--- config.mk ---
export PLATFORM = sky130hd
export DESIGN_NAME = trade_order_manager
export DESIGN_NICKNAME = d
export VERILOG_FILES = /design/src/rtl/trade_order_manager.sv
export SDC_FILE = /design/constraint.sdc
export NUM_CORES = 1
export LEC_CHECK = 0
export BUFFER_PORTS_ARGS = -buffer_cell sky130_fd_sc_hd__buf_2
export CORE_UTILIZATION = 43
export DETAILED_ROUTE_END_ITERATION = 8
export PLACE_DENSITY = 0.76
export SYNTH_ARGS = -nofsm -noshare
export SYNTH_HDL_FRONTEND = slang
export SYNTH_SLANG_ARGS = --single-unit
--- constraint.sdc ---
create_clock -name clk -period 2.3 [get_ports clk]
set_input_delay 0.69 -clock clk [delete_from_list [all_inputs] [get_ports clk]]
set_output_delay 0.69 -clock clk [all_outputs]
set_load 0.05 [all_outputs]
--- src/rtl/trade_order_manager.sv ---
// Order manager behind the SMA signal stage: turns buy/sell pulses into single,
// position-limited orders, tracks fills, fill timeouts and a post-trade cooldown.
module trade_order_manager #(
  parameter int MAX_POS  = 4,
  parameter int COOLDOWN = 8,
  parameter int TIMEOUT  = 16
) (
  input  logic       clk,
  input  logic       rst,
  input  logic       buy_signal,
  input  logic       sell_signal,
  input  logic [7:0] price_in,
  output logic       order_valid,
  input  logic       order_ready,
  output logic       order_side,
  output logic [7:0] order_price,
  output logic [7:0] order_id,
  input  logic       fill_valid,
  output logic [3:0] position,
  output logic       busy,
  output logic       timeout_err,
  output logic [7:0] conflict_cnt
);

  localparam logic [1:0] S_IDLE  = 2'd0;
  localparam logic [1:0] S_ISSUE = 2'd1;
  localparam logic [1:0] S_WAIT  = 2'd2;
  localparam logic [1:0] S_COOL  = 2'd3;

  localparam int TO_W = $clog2(TIMEOUT + 1);
  localparam int CD_W = $clog2(COOLDOWN + 1);
  localparam logic [TO_W-1:0] TO_LAST = TO_W'(TIMEOUT - 1);
  localparam logic [CD_W-1:0] CD_INIT = CD_W'(COOLDOWN);
  localparam logic [CD_W-1:0] CD_ONE  = CD_W'(1);
  localparam logic signed [3:0] POS_MAX = 4'(MAX_POS);
  localparam logic signed [3:0] POS_MIN = 4'(-MAX_POS);

  logic [1:0]        state, state_nxt;
  logic [TO_W-1:0]   to_cnt;
  logic [CD_W-1:0]   cd_cnt;
  logic signed [3:0] pos_q;
  logic accept_buy, accept_sell, conflict, handshake, fill_hit, expired, cd_done;

  assign position = pos_q;

  always_comb begin
    accept_buy  = (state == S_IDLE) && buy_signal && !sell_signal && (pos_q < POS_MAX);
    accept_sell = (state == S_IDLE) && sell_signal && !buy_signal && (pos_q > POS_MIN);
    conflict    = (state == S_IDLE) && buy_signal && sell_signal;
    handshake   = (state == S_ISSUE) && order_valid && order_ready;
    fill_hit    = (state == S_WAIT) && fill_valid;
    // A fill arriving on the expiring edge takes priority over the timeout.
    expired     = (state == S_WAIT) && !fill_valid && (to_cnt == TO_LAST);
    cd_done     = (state == S_COOL) && (cd_cnt == CD_ONE);
  end

  always_comb begin
    state_nxt = state;
    case (state)
      S_IDLE:  if (accept_buy || accept_sell) state_nxt = S_ISSUE;
      S_ISSUE: if (handshake) state_nxt = S_WAIT;
      S_WAIT:  if (fill_hit || expired) state_nxt = S_COOL;
      S_COOL:  if (cd_done) state_nxt = S_IDLE;
      default: state_nxt = S_IDLE;
    endcase
  end

  always_ff @(posedge clk) begin
    if (rst) begin
      state        <= S_IDLE;
      busy         <= 1'b0;
      order_valid  <= 1'b0;
      order_side   <= 1'b0;
      order_price  <= 8'd0;
      order_id     <= 8'd0;
      pos_q        <= 4'sd0;
      timeout_err  <= 1'b0;
      conflict_cnt <= 8'd0;
      to_cnt       <= '0;
      cd_cnt       <= '0;
    end else begin
      state <= state_nxt;
      busy  <= (state_nxt != S_IDLE);

      if (accept_buy || accept_sell) begin
        order_valid <= 1'b1;
        order_side  <= accept_buy;
        order_price <= price_in;
      end

      if (conflict && conflict_cnt != 8'hFF)
        conflict_cnt <= conflict_cnt + 8'd1;

      if (handshake) begin
        order_valid <= 1'b0;
        order_id    <= order_id + 8'd1;
        to_cnt      <= '0;
      end

      if (fill_hit) begin
        pos_q <= order_side ? pos_q + 4'sd1 : pos_q - 4'sd1;
      end else if (expired) begin
        timeout_err <= 1'b1;
      end else if (state == S_WAIT) begin
        to_cnt <= to_cnt + TO_W'(1);
      end

      if (fill_hit || expired)
        cd_cnt <= CD_INIT;
      else if (state == S_COOL)
        cd_cnt <= cd_cnt - CD_W'(1);
    end
  end

endmodule
# After elaboration in Yosys (flattened, before gate mapping)
# Index checks and enable logic that the tools add are counted.
# Widths: inputs -> output; s select.
# totals
regBits,43
in_bits,14
output_inout_bits,32
wordCells,64
# op_classes
add_sub_neg,6
magnitude_cmp,2
eq_ne,6
muxes,12
n_bitwise,1
reduce_logical,25
# op_table
cell,count
$mux 5,4
$add 8x1->8 const B,2
$logic_and 1x1->1,14
$mux 4,3
$mux 2,4
$ne 8x8->1 const B,1
$pmux 2 s4,1
$add 5x1->5 const B,1
$eq 5x4->1 const B,1
$add 4x2->4 const B,1
$eq 2x2->1 const B,2
$eq 4x1->1 const B,1
$gt 4x3->1 const B,1
$lt 4x4->1 const B,1
$reduce_bool 2->1,2
$reduce_or 2->1,2
$sub 4x1->4 const B,1
$sub 4x2->4 const B,1
$logic_not 1->1,3
$eq 2x1->1 const B,1
$logic_not 2->1,1
$logic_or 1x1->1,2
$reduce_and 2->1,1
$not 1->1,1

# Longest topological paths before layout
# depth
word_depth,8
ltp_mapped,8
depth_no_buf,7

# Worst setup path after synthesis
# No wires, ideal clock.
# synth_path
path_type,register to register
startpoint,reg order_side
endpoint,"reg pos_q[3], in the netlist position[3]"
setup_time_ns,0.121
arrival_time_ns,2.053
required_time_ns,2.179
slack_ns,0.126
path_stages_with_launch,7
path_buffers,0
period_less_slack_ns,2.174
cell_sequence,dfxtp_1 -> inv_1 -> ha_1 -> a21o_1 -> a21oi_1 -> mux2_2 -> mux2_2
# synth_via
elab_chain_len,1
# synth_rtl
element,line,text
from (decl),15,"output logic order_side,"
from (signal assigned),87,order_side <= accept_buy;
$mux 4,101,pos_q <= order_side ? pos_q + 4'sd1 : pos_q - 4'sd1;
to (signal assigned),101,
to (decl),41,logic signed [3:0] pos_q;
# No other way between the ends.
# A chain may end at the register's enable or synchronous reset.

# Worst setup path in the final report
# layout_path
startpoint,reg to_cnt[0]
endpoint,reg to_cnt[3]
# layout_via
elab_chain_len,4
elab_cells_between_ends,6
classes_between,1 x add/sub; 1 x eq/ne; 3 x mux; 1 x reduce/logical
# layout_rtl
element,line,text
from (decl),39,logic [TO_W-1:0] to_cnt;
from (signal assigned),105,to_cnt <= to_cnt + TO_W'(1);
$add 5x1->5 / $eq 5x4->1 (equally long branches),"105, 53",
$mux 5 / $logic_and 1x1->1 (equally long branches),"104, 53",
$mux 5 *,102,end else if (expired) begin
$mux 5 *,100,if (fill_hit) begin
# Mark *: on every way between the ends. The rest lies on a longest branch, timed or not.

==> qor.csv <==
metric,value,unit
status,finished with violations,
failing checks,design-rule violations,
Initial Util,45.7,%
mapped cell area,2030,um2
Post-Place Cell Area,2290,um2
Max transition margin,61.6,%
post-cts hold buffer count,0,
WL per Instance,12.7,um
gr usage total,16.8,%
Crit Path Max Fanout,7,
total power,1.64,mW
fmax,462,MHz
minimum clock period,2.16,ns
initial antenna violation count,0,
placed cell count,316,
largest net degree at the start of global routing,31,
Clk pwr share,31.8,%
pre-CTS setup slack,0.169,ns
sequential share of power,50.1,%
internal cell power,1.15,mW
vias per cell,5.32,
"Area growth, synth to finish",17.5,%
Worst setup SP type,flop,
Final WS setup,0.137,ns
"FF+latch count, synth",43,
Pre-antenna DRT Iters,6,
Antenna Nets Post-Route,0,
Critical Path AT,2.38,ns
worst skew pair latency,0.29,ns
Final nets,294,
Worst Skew,0.00517,ns
via count,1725,
GPL Wtd Cong,0.796,
H-tree depth,2,
fillcell total,432,
first-pass GRT wire length,6770,um
DIE HEIGHT,70.7,um
Routed WL,4120,um
syn_area_per_cell,8.91,um2
area of the multi-input gates,1090,um2
"top cells by count, synth","45 x nor2_1, 43 x dfxtp_1, 12 x nand2_1, 11 x a21oi_1, 11 x mux2i_1",
Post-synth EDFFs,0,
Synth Flop Type,dfxtp_1,
fin area,2390,um2
Lkg Pwr,1.09,nW
CP endpoint kind,flop,
drc violations,2,
final core utilization,53.7,%
Crit Path Class,reg2reg,
WHS,0.477,ns
actual slew at the worst max-slew pin,0.567,ns
CTS Sinks,43,
# resized after CTS,0,
CTS clock-pin slew for the worst setup and hold paths,0.08,ns
layout cells sized above 1,22.1,%
Synth area leader,dfxtp_1,
yosys warns,0,
post-synthesis instance total,228,
CP required,2.52,ns
Sw Share,29.8,%
FF/Latch Area,861,um2
Clk Tree Root Cell,clkbuf_8,
die area,5000,um2
row count,24,
Post-Syn Nets,251,
Finished Layout Cells,324,
top post-synthesis cells by area,"dfxtp_1 42%, nor2_1 8.3%, mux2i_1 5.4%",
CTS Buf Count,5,
RSZ-0062 raised after global routing,no,
vias in the first global route,1566,
maxcap violations,0,
Worst VDD drop,0.483,mV
Fin. Hold Viols,0,
"Seq/Total Area, Yosys",42.4,%
setup repair bufs after CTS,0,
CTS tree,built,
post-synth cell types,48,
IO Pins,46,
residual overflow from global routing,0,
Starting DRT DRC Count,78,
"FFs w/ async S/R, synth",0,%
Hold Path Class,reg2reg,
Clock Path Buffers,2,
ant diodes,0,
fin crit share,94.0,%
Synth top area share,42.4,%
Pwr Density,686,nW/um2
area of the core,4440,um2
TNS Setup,0,ns
die width,70.7,um
post-DP HPWL,2850,um
Logic pwr share,18.1,%
"Slew Viols, Final",0,
top-count cell post-synth,nor2_1,
switching pwr,0.488,mW
PortBufs,45,
endpoints failing setup,0,
[cell type report]
cell class | instances | share of cell area [%]
Sequential cell | 43 | 36.1
Timing Repair Buffer | 46 | 9.75
Clock buffer | 8 | 4.20
Tap cell | 52 | 2.73
Inverter | 10 | 1.57
Multi-Input combinational cell | 165 | 45.7
[path summary, 6_finish.rpt]
check | start | slack, ns | end | cells past startpoint
worst max register to register | to_cnt[0] | 0.14 | to_cnt[3] | 6
worst min-delay path | timeout_err | 0.48 | timeout_err | 2
worst max-delay path | to_cnt[0] | 0.14 | to_cnt[3] | 6
worst min register to register | timeout_err | 0.48 | timeout_err | 2
[registers in the layout (all words and copies together) (netlist names)]
name	count
position	4
order_valid	1
to_cnt	5
busy	1
cd_cnt	4
order_side	1
state	2
order_id	8
timeout_err	1
order_price	8
conflict_cnt	8
[critical path: stages (launching register included)]
cell and delay [ns]:
dfxtp_1 0.34, ha_1 0.23, and3_1 0.19, ha_1 0.22, or4b_1 0.60, or3_1 0.38
a21oi_1 0.14
[power by group through the flow]
stage	sequential (mW)	clock [mW]	combinational (mW)
2_1_floorplan	0.924	0	0.142
3_3_place_gp	0.836	0	0.292
3_5_place_dp	0.836	0	0.298
4_1_cts	0.819	0.532	0.298
5_1_grt	0.827	0.568	0.318
6_report	0.820	0.521	0.297
[layout by cell type, fill, tap and decap left out, types with 3 or more instances in the layout]
cell type and n:
a21oi_1 11, dfxtp_1 43, buf_2 45, a211oi_1 3
xnor2_1 7, ha_1 8, nor2_1 45, o21ai_0 4
nor3_1 3, nand2_1 12, nand4_1 4, nand3_1 5
o211ai_1 4, nor4_1 3, clkbuf_8 7, xor2_1 8
mux2i_1 11, inv_1 10
[cells by family after synthesis]
| family | after synthesis | synth area share, % |
|---|---|---|
| flops | 43 | 42.4 |
| compound gates | 35 | 11.6 |
| simple gates | 93 | 23.1 |
| fa+ha+maj | 9 | 5.92 |
| buf+inv | 20 | 3.94 |
| mux | 13 | 6.53 |
| xor+xnor | 15 | 6.47 |
[per-layer routing]
layer | share of wire, % | track usage [%]
met2 | 46 | 26.9
met1 | 49 | 21.5
met5 | 0 | 0
met4 | 1.0 | 6.22
met3 | 4.3 | 5.13
(Power assumes the default switching activity.)
